===== config.mk =====
export PLATFORM = sky130hd
export DESIGN_NAME = cart_bs_detect
export DESIGN_NICKNAME = d
export VERILOG_FILES = /design/src/rtl/a2600_bs_pkg.sv /design/src/rtl/bs_sig_match.sv /design/src/rtl/cart_bs_detect.sv
export SDC_FILE = /design/constraint.sdc
export NUM_CORES = 1
export LEC_CHECK = 0
export CORE_MARGIN = 4
export CORE_UTILIZATION = 61
export CTS_CLUSTER_DIAMETER = 120
export DETAILED_ROUTE_END_ITERATION = 6
export PLACE_DENSITY_LB_ADDON = 0.3
export SLEW_MARGIN = 30
export SYNTH_ARGS = -nofsm -noshare
export SYNTH_HDL_FRONTEND = slang
export SYNTH_HIERARCHICAL = 1
export SYNTH_SLANG_ARGS = --single-unit

===== constraint.sdc =====
create_clock -name clk -period 6.2 [get_ports clk]
set_input_delay 1.24 -clock clk [delete_from_list [all_inputs] [get_ports clk]]
set_output_delay 1.24 -clock clk [all_outputs]
set_load 0.02 [all_outputs]

===== src/rtl/a2600_bs_pkg.sv =====
// a2600_bs_pkg: shared definitions for the cartridge bank-switch detector.
//   - force_bs code values understood by the console core
//   - detector FSM state encoding
//   - ROM image size constants (17-bit so 64K is representable)
//   - bs_decide(): maps image size and signature hits to a force_bs code
package a2600_bs_pkg;

  localparam logic [3:0] BS_NONE = 4'd0;
  localparam logic [3:0] BS_F8   = 4'd1;
  localparam logic [3:0] BS_F6   = 4'd2;
  localparam logic [3:0] BS_FE   = 4'd3;
  localparam logic [3:0] BS_E0   = 4'd4;
  localparam logic [3:0] BS_3F   = 4'd5;
  localparam logic [3:0] BS_F4   = 4'd6;
  localparam logic [3:0] BS_P2   = 4'd7;
  localparam logic [3:0] BS_FA   = 4'd8;
  localparam logic [3:0] BS_CV   = 4'd9;
  localparam logic [3:0] BS_UA   = 4'd11;
  localparam logic [3:0] BS_E7   = 4'd12;
  localparam logic [3:0] BS_F0   = 4'd13;
  localparam logic [3:0] BS_32   = 4'd14;

  typedef enum logic [1:0] {
    ST_IDLE   = 2'd0,
    ST_SCAN   = 2'd1,
    ST_DECIDE = 2'd2,
    ST_DONE   = 2'd3
  } bs_state_e;

  localparam logic [16:0] SIZE_4K  = 17'd4096;
  localparam logic [16:0] SIZE_8K  = 17'd8192;
  localparam logic [16:0] SIZE_12K = 17'd12288;
  localparam logic [16:0] SIZE_16K = 17'd16384;
  localparam logic [16:0] SIZE_32K = 17'd32768;
  localparam logic [16:0] SIZE_64K = 17'h10000;

  // First matching rule wins; small images never bank-switch.
  function automatic logic [3:0] bs_decide(
    input logic [16:0] size,
    input logic        hit_e0,
    input logic        hit_e7,
    input logic        hit_fe,
    input logic        hit_3f
  );
    logic [3:0] code;
    code = BS_NONE;
    if (size <= SIZE_4K)                  code = BS_NONE;
    else if (hit_3f)                      code = BS_3F;
    else if (hit_e0 && size == SIZE_8K)   code = BS_E0;
    else if (hit_fe && size == SIZE_8K)   code = BS_FE;
    else if (size == SIZE_8K)             code = BS_F8;
    else if (size == SIZE_12K)            code = BS_FA;
    else if (size == SIZE_16K)            code = hit_e7 ? BS_E7 : BS_F6;
    else if (size == SIZE_32K)            code = BS_F4;
    else if (size == SIZE_64K)            code = BS_F0;
    else                                  code = BS_NONE;
    return code;
  endfunction

endpackage


===== src/rtl/bs_sig_match.sv =====
// bs_sig_match: combinational hotspot signature matcher.
//   w2, w1, w0 : 3-byte window, w0 newest
//   hit_e0     : 8D E0 1F | 8D E0 5F | 8D E0 FF | AD E0 1F
//   hit_e7     : AD E5 FF | 8D E7 FF
//   hit_fe     : 20 00 D0
//   hit_3f     : 85 3F in w1/w0
module bs_sig_match (
  input  logic [7:0] w2,
  input  logic [7:0] w1,
  input  logic [7:0] w0,
  output logic       hit_e0,
  output logic       hit_e7,
  output logic       hit_fe,
  output logic       hit_3f
);

  assign hit_e0 = ((w2 == 8'h8D) && (w1 == 8'hE0) &&
                   ((w0 == 8'h1F) || (w0 == 8'h5F) || (w0 == 8'hFF))) ||
                  ((w2 == 8'hAD) && (w1 == 8'hE0) && (w0 == 8'h1F));

  assign hit_e7 = ((w2 == 8'hAD) && (w1 == 8'hE5) && (w0 == 8'hFF)) ||
                  ((w2 == 8'h8D) && (w1 == 8'hE7) && (w0 == 8'hFF));

  assign hit_fe = (w2 == 8'h20) && (w1 == 8'h00) && (w0 == 8'hD0);

  assign hit_3f = (w1 == 8'h85) && (w0 == 8'h3F);

endmodule


===== src/rtl/cart_bs_detect.sv =====
// cart_bs_detect: snoops the ioctl ROM download, scans for bank-switch
// signatures and a SuperChip fill pattern, and publishes a force_bs code.
//   clk, reset         : clock, synchronous active-high reset
//   ioctl_download     : high for the whole download
//   ioctl_wr           : one-cycle strobe per byte
//   ioctl_addr/dout    : byte address / data
//   bs_code, sc_det    : decision, held until the next decision
//   bs_valid           : one-cycle pulse when bs_code/sc_det update
//   rom_size           : highest accepted address + 1 (max 17'h10000)
module cart_bs_detect
  import a2600_bs_pkg::*;
#(
  parameter int SC_LEN = 128
) (
  input  logic        clk,
  input  logic        reset,
  input  logic        ioctl_download,
  input  logic        ioctl_wr,
  input  logic [24:0] ioctl_addr,
  input  logic [7:0]  ioctl_dout,
  output logic [3:0]  bs_code,
  output logic        bs_valid,
  output logic        sc_det,
  output logic [16:0] rom_size
);

  localparam logic [16:0] SC_LEN_W = 17'(SC_LEN);

  bs_state_e   state_r, state_nxt_s;
  logic        dl_prev_r;
  logic        dl_rise_s, dl_fall_s;
  logic        scan_clear_s, scan_en_s, decide_s;
  logic        accept_s, contig_s;
  logic [16:0] addr_ext_s, addr_plus1_s;
  logic [7:0]  w2_r, w1_r, w0_r;
  logic [7:0]  w2_nxt_s, w1_nxt_s, w0_nxt_s;
  logic [15:0] prev_addr_r;
  logic        have_prev_r;
  logic [16:0] rom_size_r;
  logic        e0_r, e7_r, fe_r, f3_r;
  logic        hit_e0_s, hit_e7_s, hit_fe_s, hit_3f_s;
  logic [7:0]  byte0_r;
  logic        have_b0_r, sc_ok_r;
  logic [3:0]  bs_code_r;
  logic        bs_valid_r, sc_det_r;

  assign dl_rise_s    = ioctl_download & ~dl_prev_r;
  assign dl_fall_s    = ~ioctl_download & dl_prev_r;
  assign addr_ext_s   = {1'b0, ioctl_addr[15:0]};
  assign addr_plus1_s = addr_ext_s + 17'd1;
  assign accept_s     = scan_en_s && ioctl_wr && (ioctl_addr[24:16] == 9'd0);
  assign contig_s     = have_prev_r && (addr_ext_s == ({1'b0, prev_addr_r} + 17'd1));

  // Download edge detector history.
  always_ff @(posedge clk) begin
    if (reset) dl_prev_r <= 1'b0;
    else       dl_prev_r <= ioctl_download;
  end

  // FSM state register.
  always_ff @(posedge clk) begin
    if (reset) state_r <= ST_IDLE;
    else       state_r <= state_nxt_s;
  end

  // FSM next-state logic.
  always_comb begin
    state_nxt_s = state_r;
    case (state_r)
      ST_IDLE:   if (dl_rise_s) state_nxt_s = ST_SCAN;   else state_nxt_s = ST_IDLE;
      ST_SCAN:   if (dl_fall_s) state_nxt_s = ST_DECIDE; else state_nxt_s = ST_SCAN;
      ST_DECIDE: state_nxt_s = ST_DONE;
      ST_DONE:   if (dl_rise_s) state_nxt_s = ST_SCAN;   else state_nxt_s = ST_DONE;
      default:   state_nxt_s = ST_IDLE;
    endcase
  end

  // FSM control decodes.
  always_comb begin
    scan_clear_s = 1'b0;
    scan_en_s    = 1'b0;
    decide_s     = 1'b0;
    case (state_r)
      ST_IDLE:   scan_clear_s = dl_rise_s;
      ST_SCAN:   scan_en_s    = 1'b1;
      ST_DECIDE: decide_s     = 1'b1;
      ST_DONE:   scan_clear_s = dl_rise_s;
      default:   scan_clear_s = 1'b0;
    endcase
  end

  // Next window: a gap in addresses restarts the window from the new byte.
  // Zero fill is safe because no signature has 00 in its leading byte.
  always_comb begin
    w0_nxt_s = ioctl_dout;
    if (contig_s) begin
      w2_nxt_s = w1_r;
      w1_nxt_s = w0_r;
    end else begin
      w2_nxt_s = 8'h00;
      w1_nxt_s = 8'h00;
    end
  end

  bs_sig_match u_sig (
    .w2     (w2_nxt_s),
    .w1     (w1_nxt_s),
    .w0     (w0_nxt_s),
    .hit_e0 (hit_e0_s),
    .hit_e7 (hit_e7_s),
    .hit_fe (hit_fe_s),
    .hit_3f (hit_3f_s)
  );

  // Scan datapath: window, size tracking, sticky hits, SuperChip check.
  always_ff @(posedge clk) begin
    if (reset || scan_clear_s) begin
      w2_r        <= 8'h00;
      w1_r        <= 8'h00;
      w0_r        <= 8'h00;
      prev_addr_r <= 16'h0000;
      have_prev_r <= 1'b0;
      rom_size_r  <= 17'd0;
      e0_r        <= 1'b0;
      e7_r        <= 1'b0;
      fe_r        <= 1'b0;
      f3_r        <= 1'b0;
      byte0_r     <= 8'h00;
      have_b0_r   <= 1'b0;
      sc_ok_r     <= 1'b1;
    end else if (accept_s) begin
      w2_r        <= w2_nxt_s;
      w1_r        <= w1_nxt_s;
      w0_r        <= w0_nxt_s;
      prev_addr_r <= ioctl_addr[15:0];
      have_prev_r <= 1'b1;
      if (addr_plus1_s > rom_size_r) rom_size_r <= addr_plus1_s;
      e0_r <= e0_r | hit_e0_s;
      e7_r <= e7_r | hit_e7_s;
      fe_r <= fe_r | hit_fe_s;
      f3_r <= f3_r | hit_3f_s;
      if (addr_ext_s < SC_LEN_W) begin
        if (addr_ext_s == 17'd0) begin
          byte0_r   <= ioctl_dout;
          have_b0_r <= 1'b1;
          if (have_b0_r && (ioctl_dout != byte0_r)) sc_ok_r <= 1'b0;
        end else if (!have_b0_r || (ioctl_dout != byte0_r)) begin
          sc_ok_r <= 1'b0;
        end
      end
    end
  end

  // Decision outputs, registered on the DECIDE -> DONE transition.
  always_ff @(posedge clk) begin
    if (reset) begin
      bs_code_r  <= BS_NONE;
      bs_valid_r <= 1'b0;
      sc_det_r   <= 1'b0;
    end else begin
      bs_valid_r <= decide_s;
      if (decide_s) begin
        bs_code_r <= bs_decide(rom_size_r, e0_r, e7_r, fe_r, f3_r);
        sc_det_r  <= sc_ok_r && have_b0_r && (rom_size_r >= SIZE_8K);
      end
    end
  end

  assign bs_code  = bs_code_r;
  assign bs_valid = bs_valid_r;
  assign sc_det   = sc_det_r;
  assign rom_size = rom_size_r;

endmodule


# After elaboration in Yosys (flattened, before gate mapping)
# Cells that the tools add are included.
dict set report classes {
  n_mux 22
  addsub 2
  bitwise_logic 8
  eq_ne 23
  order_cmp 4
  reduce_logical 35
}
# cell count
set ops {}
lappend ops {{$eq 8x8->1 const B} 8}
lappend ops {{$mux 4} 10}
lappend ops {{$add 16x1->17 const B} 2}
lappend ops {{$eq 17x14->1 const B} 2}
lappend ops {{$logic_and 1x1->1} 19}
lappend ops {{$eq 16x17->1} 1}
lappend ops {{$eq 17x15->1 const B} 1}
lappend ops {{$eq 17x16->1 const B} 1}
lappend ops {{$eq 17x17->1 const B} 1}
lappend ops {{$ge 17x14->1 const B} 1}
lappend ops {{$gt 17x17->1} 1}
lappend ops {{$le 17x13->1 const B} 1}
lappend ops {{$logic_not 17->1} 1}
lappend ops {{$eq 8x6->1 const B} 2}
lappend ops {{$lt 16x8->1 const B} 1}
lappend ops {{$mux 8} 2}
lappend ops {{$logic_not 9->1} 1}
lappend ops {{$eq 8x5->1 const B} 1}
lappend ops {{$eq 8x7->1 const B} 1}
lappend ops {{$logic_not 8->1} 1}
lappend ops {{$ne 8x8->1} 1}
lappend ops {{$pmux 2 s4} 1}
lappend ops {{$mux 1} 7}
lappend ops {{$logic_or 1x1->1} 6}
lappend ops {{other kinds (14)} 21}
dict set report totals {
  register_bits 73
  out_inout_bits 23
  wordCells 111
  in_bits 37
}

# Logic depth before layout (Yosys ltp)
# Gate-level depths: netlist (run 1).
dict set report logic_depth {
  depth_word 10
  depth_mapped 14
}

# Modules after synthesis
# The synthesis (run 1) kept the hierarchy.
# module area_each_um2 cells_per_inst seq_area_each_um2 instances
set modules_own_cells {}
lappend modules_own_cells {cart_bs_detect 4621.9 607 1461.4 1}
lappend modules_own_cells {bs_sig_match 186.4 27 0.0 1}

# Least setup slack after synthesis (run 1)
# No wires, ideal clock.
dict set report synth_timing {
  path_type {input-to-reg}
  from {in ioctl_addr[2]}
  to {reg rom_size_r[10] (netlist: rom_size[10])}
  arrival_ns 3.849
  setup_time_ns 0.126
  slack_ns 2.225
  cell_stages 14
  required_time_ns 6.074
  cell_sequence {clkbuf_1 > nand4_1 > nor3_1 > nand3_1 > xnor2_1 > ha_1 > a21o_1 > a21o_1 > a21o_1 > a211oi_1 > a31oi_1 > buf_2 > buf_2 > mux2i_1}
}
dict set report synth_via {
  elab_chain_len 3
}
# item line
set synth_lines {}
lappend synth_lines {{start: declaration} cart_bs_detect.sv:19} ;# input logic [24:0] ioctl_addr,
lappend synth_lines {{$add 16x1->17} cart_bs_detect.sv:50} ;# assign addr_plus1_s = addr_ext_s + 17'd1;
lappend synth_lines {{via addr_plus1_s[14]} cart_bs_detect.sv:34} ;# logic [16:0] addr_ext_s, addr_plus1_s;
lappend synth_lines {{$gt 17x17->1} cart_bs_detect.sv:137} ;# if (addr_plus1_s > rom_size_r) rom_size_r <= addr_plus1_s;
lappend synth_lines {{$reduce_and 2->1 (no line)} n/a}
lappend synth_lines {{end signal: assignment} cart_bs_detect.sv:137}
lappend synth_lines {{end: declaration} cart_bs_detect.sv:39} ;# logic [16:0] rom_size_r;
# The timed path passes the listed nets, and every way through them passes these cells.
# A chain may end at the register's enable or synchronous reset.

# Worst setup path in the final report (run 1)
dict set report layout_timing {
  from {in ioctl_addr[0]}
  to {reg rom_size_r[5] (netlist: rom_size[5])}
}
# Same word-level chain as after synthesis.

==> reports/results.txt, run 1 <==
critical path type - in -> reg
critical path fanouts, max - 14
largest net degree at the start of global routing - 44
setup total negative slack - 0 ps
Setup Fix Bufs, Post-CTS - 0
die area - 0.00937 mm^2
hold_sp - w1_r[4]
EDFF count, synth - 0
leading area contributor after synthesis - dfxtp_1
Clock Tree Buf Depth - 2
dominant synthesized flop cell - dfxtp_1
largest cells by area after synthesis - dfxtp_1 (30%), nand2_1 (9.0%), ha_1 (6.2%)
WL/cell - 16.0 um
share of post-route cells with drive strength above 1 - 0.0575
final WL - 12500 um
RSZ-0062 raised after global routing - no
Reg area - 0.00146 mm^2
Synth top cells by count - nand2_1 (115), dfxtp_1 (73), a21oi_1 (41)
TritonCTS Buffers - 9
clock skew - 11.4 ps
antenna violation net count after detailed routing - 0
Clock transition at path regs - 80 ps
Vias/cell - 6.07
HP Class - reg -> reg
maximum clock rate - 219 MHz
reg2reg start - prev_addr_r[0]
Final #Nets - 734
worst-margin pin slew - 894 ps
Core ar. - 0.00769 mm^2
P&R area growth vs syn - 17.2%
sequential share of power - 0.468
final period utilization - 0.735
initial antenna violation count - 0
r2r setup slk - 2560 ps
number of global-route vias before repair - 4480
post-detail-place hpwl - 9100 um
Netlist Area Pre-Place - 0.00481 mm^2
root buffer cell - clkbuf_8
I/O Buffers - 59
Comb pwr share - 0.114
synthesized flop and latch total - 73
Crit path required time - 6470 ps
max-slew violations - 0
Sink Count - 73
via count - 4736
Post-route DRC - 0
Final Hold Viols - 0
Critical-path top delay cell - clkdlybuf4s50_1
Die Ht - 96.8 um
floorplan row count - 32
total congestion overflow - 0
Hold Buf Count CTS - 0
Total GRT Usage - 0.264
Synth top area share - 0.304
fillcell total - 626
startpoint types - input pin
Post-CTS Resized - 0
Finished Core Util - 0.733
Clk pwr share - 0.419
count leader, synth - nand2_1
crit path from - ioctl_addr[0]
die width - 96.8 um
first-pass detailed-route iteration total - 6
Max stage delay on crit path - 640 ps
Crit. End Element - register
final setup violation count - 0
run status - complete, no violations
Multi-input gate area - 0.00306 mm^2
Slew Limit Headroom - 0.402
post-synth cell types - 60
ys async rst share - 0
final worst slack - 1640 ps
CTS tree - done
Crit path top cell by count - a21o_1
Worst Path Arrival - 4830 ps
Worst VDD drop - 0.0000996 V
synth warn - 6
Leak - 1.84 nW
critical path cell sequence - clkdlybuf4s50_1, ha_1, inv_1, nor3_1, nand3_1, xnor2_1, ha_1, a21o_1, a21o_1, a21o_1, a211oi_1, a31oi_2, buf_4, mux2i_1
num ports - 60
Int Pwr - 746 uW
Seq/Total Area, Yosys - 0.304
Initial Util - 0.625
1st-iter DRT viols - 333
Worst-Skew Late Latency - 360 ps
Post-Syn Nets - 695
net switching power - 259 uW
Syn Inst Count - 634
antenna cells - 0
first-pass GRT wire length - 20900 um
DP Worst Slack - 1360 ps
Synth Area per Inst - 7.58 um^2
total of max-cap violations - 0
fin crit period - 4560 ps
htree depth - 3
Switching Fraction - 0.258
RD Place Congestion - 0.920
PwrDens - 178 mW/mm^2
[routing by layer]
layer / up-vias / routed length (um) / track usage
li1: 2296 / - / -
met1: 2259 / 5490 / 0.348
met2: 153 / 6000 / 0.439
met3: 28 / 754 / 0.0454
met4: 0 / 255 / 0.0810
met5: - / 0 / 0
[power by group through the flow]
stage / Clock (mW) / Combinational (mW) / Sequential, mW
floorplan: 0 / 0.0648 / 0.481
global placement: 0 / 0.108 / 0.481
detailed placement: 0 / 0.112 / 0.481
CTS: 0.424 / 0.113 / 0.470
global route: 0.444 / 0.126 / 0.470
finish: 0.421 / 0.114 / 0.470
[placed cells by master (no fill, tap or decap), drive strengths merged, types with 4 or more instances in the layout]
cell / n
nand2b: 5
ha: 24
or4: 5
inv: 41
mux2i: 25
clkbuf: 10
nor3: 34
nor4: 13
a211oi: 5
clkdlybuf4s50: 59
nand3: 25
o21ai: 20
dfxtp: 73
nor2b: 7
and3: 9
a21o: 9
xor2: 15
nor2: 40
xnor2: 24
nor4b: 4
a31oi: 6
a21oi: 41
nand2: 116
buf: 4
nand4: 19
and4: 4
[worst max-delay path: cells and delay by family]
family                     cells  cell delay, ps
AOI/OAI and AO/OA              5            1050
xor gates and xnor gates       1             220
and+or+nand+nor                2             550
buffers and inverters          3             960
muxes                          1             210
adders and majority gates      2             590
[cell families after synthesis]
family | Yosys count | synth area share
xor gates and xnor gates | 40 | 0.0760
buffers and inverters | 75 | 0.0617
DFF | 73 | 0.304
AOI/OAI and AO/OA | 104 | 0.135
adders and majority gates | 24 | 0.0625
and+or+nand+nor | 293 | 0.309
muxes | 25 | 0.0520
[cell type report]
cell class	count	area share
tap	102	0.0226
clock inverter	6	0.0160
sequential	73	0.259
multi-input combinational	486	0.543
clock buffer	10	0.0226
timing repair buffer	63	0.110
inverter	40	0.0266
[flip-flops by register name, indices dropped and copies added (netlist names)]
register,flops
state_r,2
fe_r,1
e0_r,1
bs_code,4
sc_ok_r,1
dl_prev_r,1
sc_det,1
have_b0_r,1
f3_r,1
rom_size,17
w1_r,8
bs_valid,1
byte0_r,8
w0_r,8
prev_addr_r,16
have_prev_r,1
e7_r,1
[worst paths after layout]
kind | end | cells past startpoint
setup / recovery | rom_size[5] | 14
hold / removal | w1_r[4] | 2
setup reg to reg | fe_r | 12
hold reg to reg | w1_r[4] | 2
[per-stage QoR]
step / std cells / hold slack (ps) / instance area, um^2 / power [mW]
floorplan: 634 / 425 / 4810 / 0.546
global placement: 764 / 438 / 5420 / 0.589
detailed placement: 764 / 443 / 5420 / 0.593
CTS: 780 / 463 / 5640 / 1.01
global route: 780 / 485 / 5640 / 1.04
finish: 780 / 462 / 5640 / 1.01
Power figures use the tool's default switching activity.
==> inputs of run 2 (changes only) <==
--- a/config.mk
+++ b/config.mk
@@ -6,7 +6,7 @@
 export NUM_CORES = 1
 export LEC_CHECK = 0
 export CORE_MARGIN = 4
-export CORE_UTILIZATION = 61
+export CORE_UTILIZATION = 56
 export CTS_CLUSTER_DIAMETER = 120
 export DETAILED_ROUTE_END_ITERATION = 6
 export PLACE_DENSITY_LB_ADDON = 0.3
==> constraint.sdc (replaced) <==
create_clock -name clk -period 4.6 [get_ports clk]
set_input_delay 0.92 -clock clk [delete_from_list [all_inputs] [get_ports clk]]
set_output_delay 0.92 -clock clk [all_outputs]
set_load 0.02 [all_outputs]
==> reports/results.txt, run 2 (same netlist as run 1, synthesis figures left out) <==
run status - complete, no violations (unchanged)
Worst Path Arrival - 4360 ps (was 4830 ps)
Hold Buf Count CTS - 0 (unchanged)
HP Class - reg -> reg (unchanged)
Worst-Skew Late Latency - 350 ps (was 360 ps)
fin crit period - 4100 ps
Critical-path top delay cell - clkdlybuf4s50_1 (unchanged)
Post-Place Cells - 776 (was 764)
clock skew - 14.5 ps (was 11.4 ps)
setup total negative slack - 0 ps (unchanged)
net switching power - 337 uW (was 259 uW)
critical path type - in -> reg (unchanged)
Leak - 1.87 nW (was 1.84 nW)
antenna cells - 0 (unchanged)
r2r setup slk - 910 ps (was 2560 ps)
antenna violation net count after detailed routing - 0 (unchanged)
Final Hold Viols - 0 (unchanged)
Multi-input gate area - 0.00306 mm^2 (unchanged)
Total GRT Usage - 0.258 (was 0.264)
DP Worst Slack - 132 ps (was 1360 ps)
Initial Util - 0.579 (was 0.625)
floorplan row count - 33 (was 32)
Int Pwr - 948 uW (was 746 uW)
Core ar. - 0.00830 mm^2 (was 0.00769 mm^2)
max reg flops - 17 (unchanged)
CTS tree - done (unchanged)
Pwr Total - 1.28 mW (was 1.01 mW)
final setup violation count - 0 (unchanged)
Reg area - 0.00146 mm^2 (unchanged)
I/O Buffers - 59 (unchanged)
Comb pwr share - 0.126 (was 0.114)
number of global-route vias before repair - 4430 (was 4480)
crit path from - ioctl_addr[3] (was ioctl_addr[0])
Setup Fix Bufs, Post-CTS - 0 (unchanged)
first-pass detailed-route iteration total - 5 (was 6)
Slew Limit Headroom - 0.637 (was 0.402)
Sink Count - 73 (unchanged)
Switching Fraction - 0.262 (was 0.258)
die width - 101 um (was 96.8 um)
post-detail-place hpwl - 9520 um (was 9100 um)
PwrDens - 226 mW/mm^2 (was 178 mW/mm^2)
Die Ht - 101 um (was 96.8 um)
largest net degree at the start of global routing - 44 (unchanged)
startpoint types - input pin (unchanged)
max-slew violations - 0 (unchanged)
Post-CTS Resized - 0 (unchanged)
RD Place Congestion - 0.896 (was 0.920)
most common cell after layout, fill and taps aside - nand2_1 (unchanged)
worst-margin pin slew - 545 ps (was 894 ps)
Crit. End Element - register (unchanged)
critical path fanouts, max - 11 (was 14)
P&R area growth vs syn - 18.0% (was 17.2%)
root buffer cell - clkbuf_8 (unchanged)
hold_sp - w1_r[2] (was w1_r[4])
Clk pwr share - 0.381 (was 0.419)
sequential share of power - 0.493 (was 0.468)
Clock Tree Buf Depth - 2 (unchanged)
die area - 0.0101 mm^2 (was 0.00937 mm^2)
htree depth - 3 (unchanged)
share of post-route cells with drive strength above 1 - 0.0700 (was 0.0575)
Max stage delay on crit path - 630 ps (was 640 ps)
num ports - 60 (unchanged)
1st-iter DRT viols - 304 (was 333)
final worst slack - 498 ps (was 1640 ps)
first-pass GRT wire length - 21200 um (was 20900 um)
Crit path required time - 4860 ps (was 6470 ps)
Post-route DRC - 0 (unchanged)
Final #Nets - 743 (was 734)
TritonCTS Buffers - 9 (unchanged)
RSZ-0062 raised after global routing - no (unchanged)
total congestion overflow - 0 (unchanged)
critical path cell sequence - clkdlybuf4s50_1, nand4_1, nor3_1, nand2_1, xnor2_1, ha_1, and4_1, a31oi_1, o21ai_0, a31oi_2, buf_4, mux2i_1 (was clkdlybuf4s50_1, ha_1, inv_1, nor3_1, nand3_1, xnor2_1, ha_1, a21o_1, a21o_1, a21o_1, a211oi_1, a31oi_2, buf_4, mux2i_1)
via count - 4737 (was 4736)
Clock transition at path regs - 70 ps (was 80 ps)
fillcell total - 698 (was 626)
initial antenna violation count - 0 (unchanged)
total of max-cap violations - 0 (unchanged)
commonest cells after routing, fill and taps aside - nand2_1 (115), dfxtp_1 (73), clkdlybuf4s50_1 (59), a21oi_1 (41), inv_1 (40) (unchanged)
maximum clock rate - 244 MHz
reg2reg start - prev_addr_r[0] (unchanged)
final period utilization - 0.892
Vias/cell - 5.99 (was 6.07)
final WL - 12500 um (about the same)
WL/cell - 15.8 um (was 16.0 um)
Worst VDD drop - 0.000149 V (was 0.0000996 V)
Non-Filler Instances - 791 (was 780)
## run 2: area by class of cell
cell class | count | share of cell area
multi-input cells | 486 | 0.539
flip-flops and latches | 73 | 0.258
repair buffers | 72 | 0.121
inverters | 40 | 0.0265
well taps | 105 | 0.0232
clock buffers | 9 | 0.0218
clock inverters | 6 | 0.0106
## run 2: stage by stage
| step | util | area (um^2) | hold slack (ps) |
|---|---|---|---|
| 3_5_place_dp | 0.662 | 5490 | 442 |
| 3_3_place_gp | 0.662 | 5490 | 437 |
| 4_1_cts | 0.684 | 5670 | 459 |
| 6_report | 0.684 | 5670 | 459 |
| 2_1_floorplan | - | 4810 | 425 |
| 5_1_grt | 0.684 | 5670 | 488 |
## run 2: final timing paths
check / end / cells after the start
min reg2reg: w1_r[2] / 2
max reg2reg: fe_r / 12
min: w1_r[2] / 2
max: rom_size[8] / 12
## run 2: critical path: cells and delay by family
| kind | cells | cell delay [ps] |
|---|---|---|
| AND/OR/NAND/NOR | 4 | 970 |
| AO/OA/AOI/OAI | 3 | 710 |
| XOR/XNOR | 1 | 250 |
| buffers and inverters | 2 | 950 |
| multiplexers | 1 | 250 |
| adder cells (fa/ha/maj) | 1 | 300 |
## run 2: power by group through the flow
stage	Clock (mW)	Sequential [mW]	Combinational, mW
after floorplan	0	0.648	0.0873
after global placement	0	0.648	0.153
after detailed placement	0	0.649	0.159
after CTS	0.498	0.634	0.160
after global routing	0.530	0.634	0.177
final	0.489	0.634	0.162
## run 2: routing by layer
| metal | global-route usage | wire length (um) | share of wire | vias to the layer above |
|---|---|---|---|---|
| li1 | - | - | - | 2315 |
| met1 | 0.345 | 5570 | 0.45 | 2214 |
| met2 | 0.422 | 5870 | 0.47 | 187 |
| met3 | 0.0367 | 783 | 0.063 | 21 |
| met4 | 0.0953 | 265 | 0.021 | 0 |
| met5 | 0 | 0 | 0 | - |
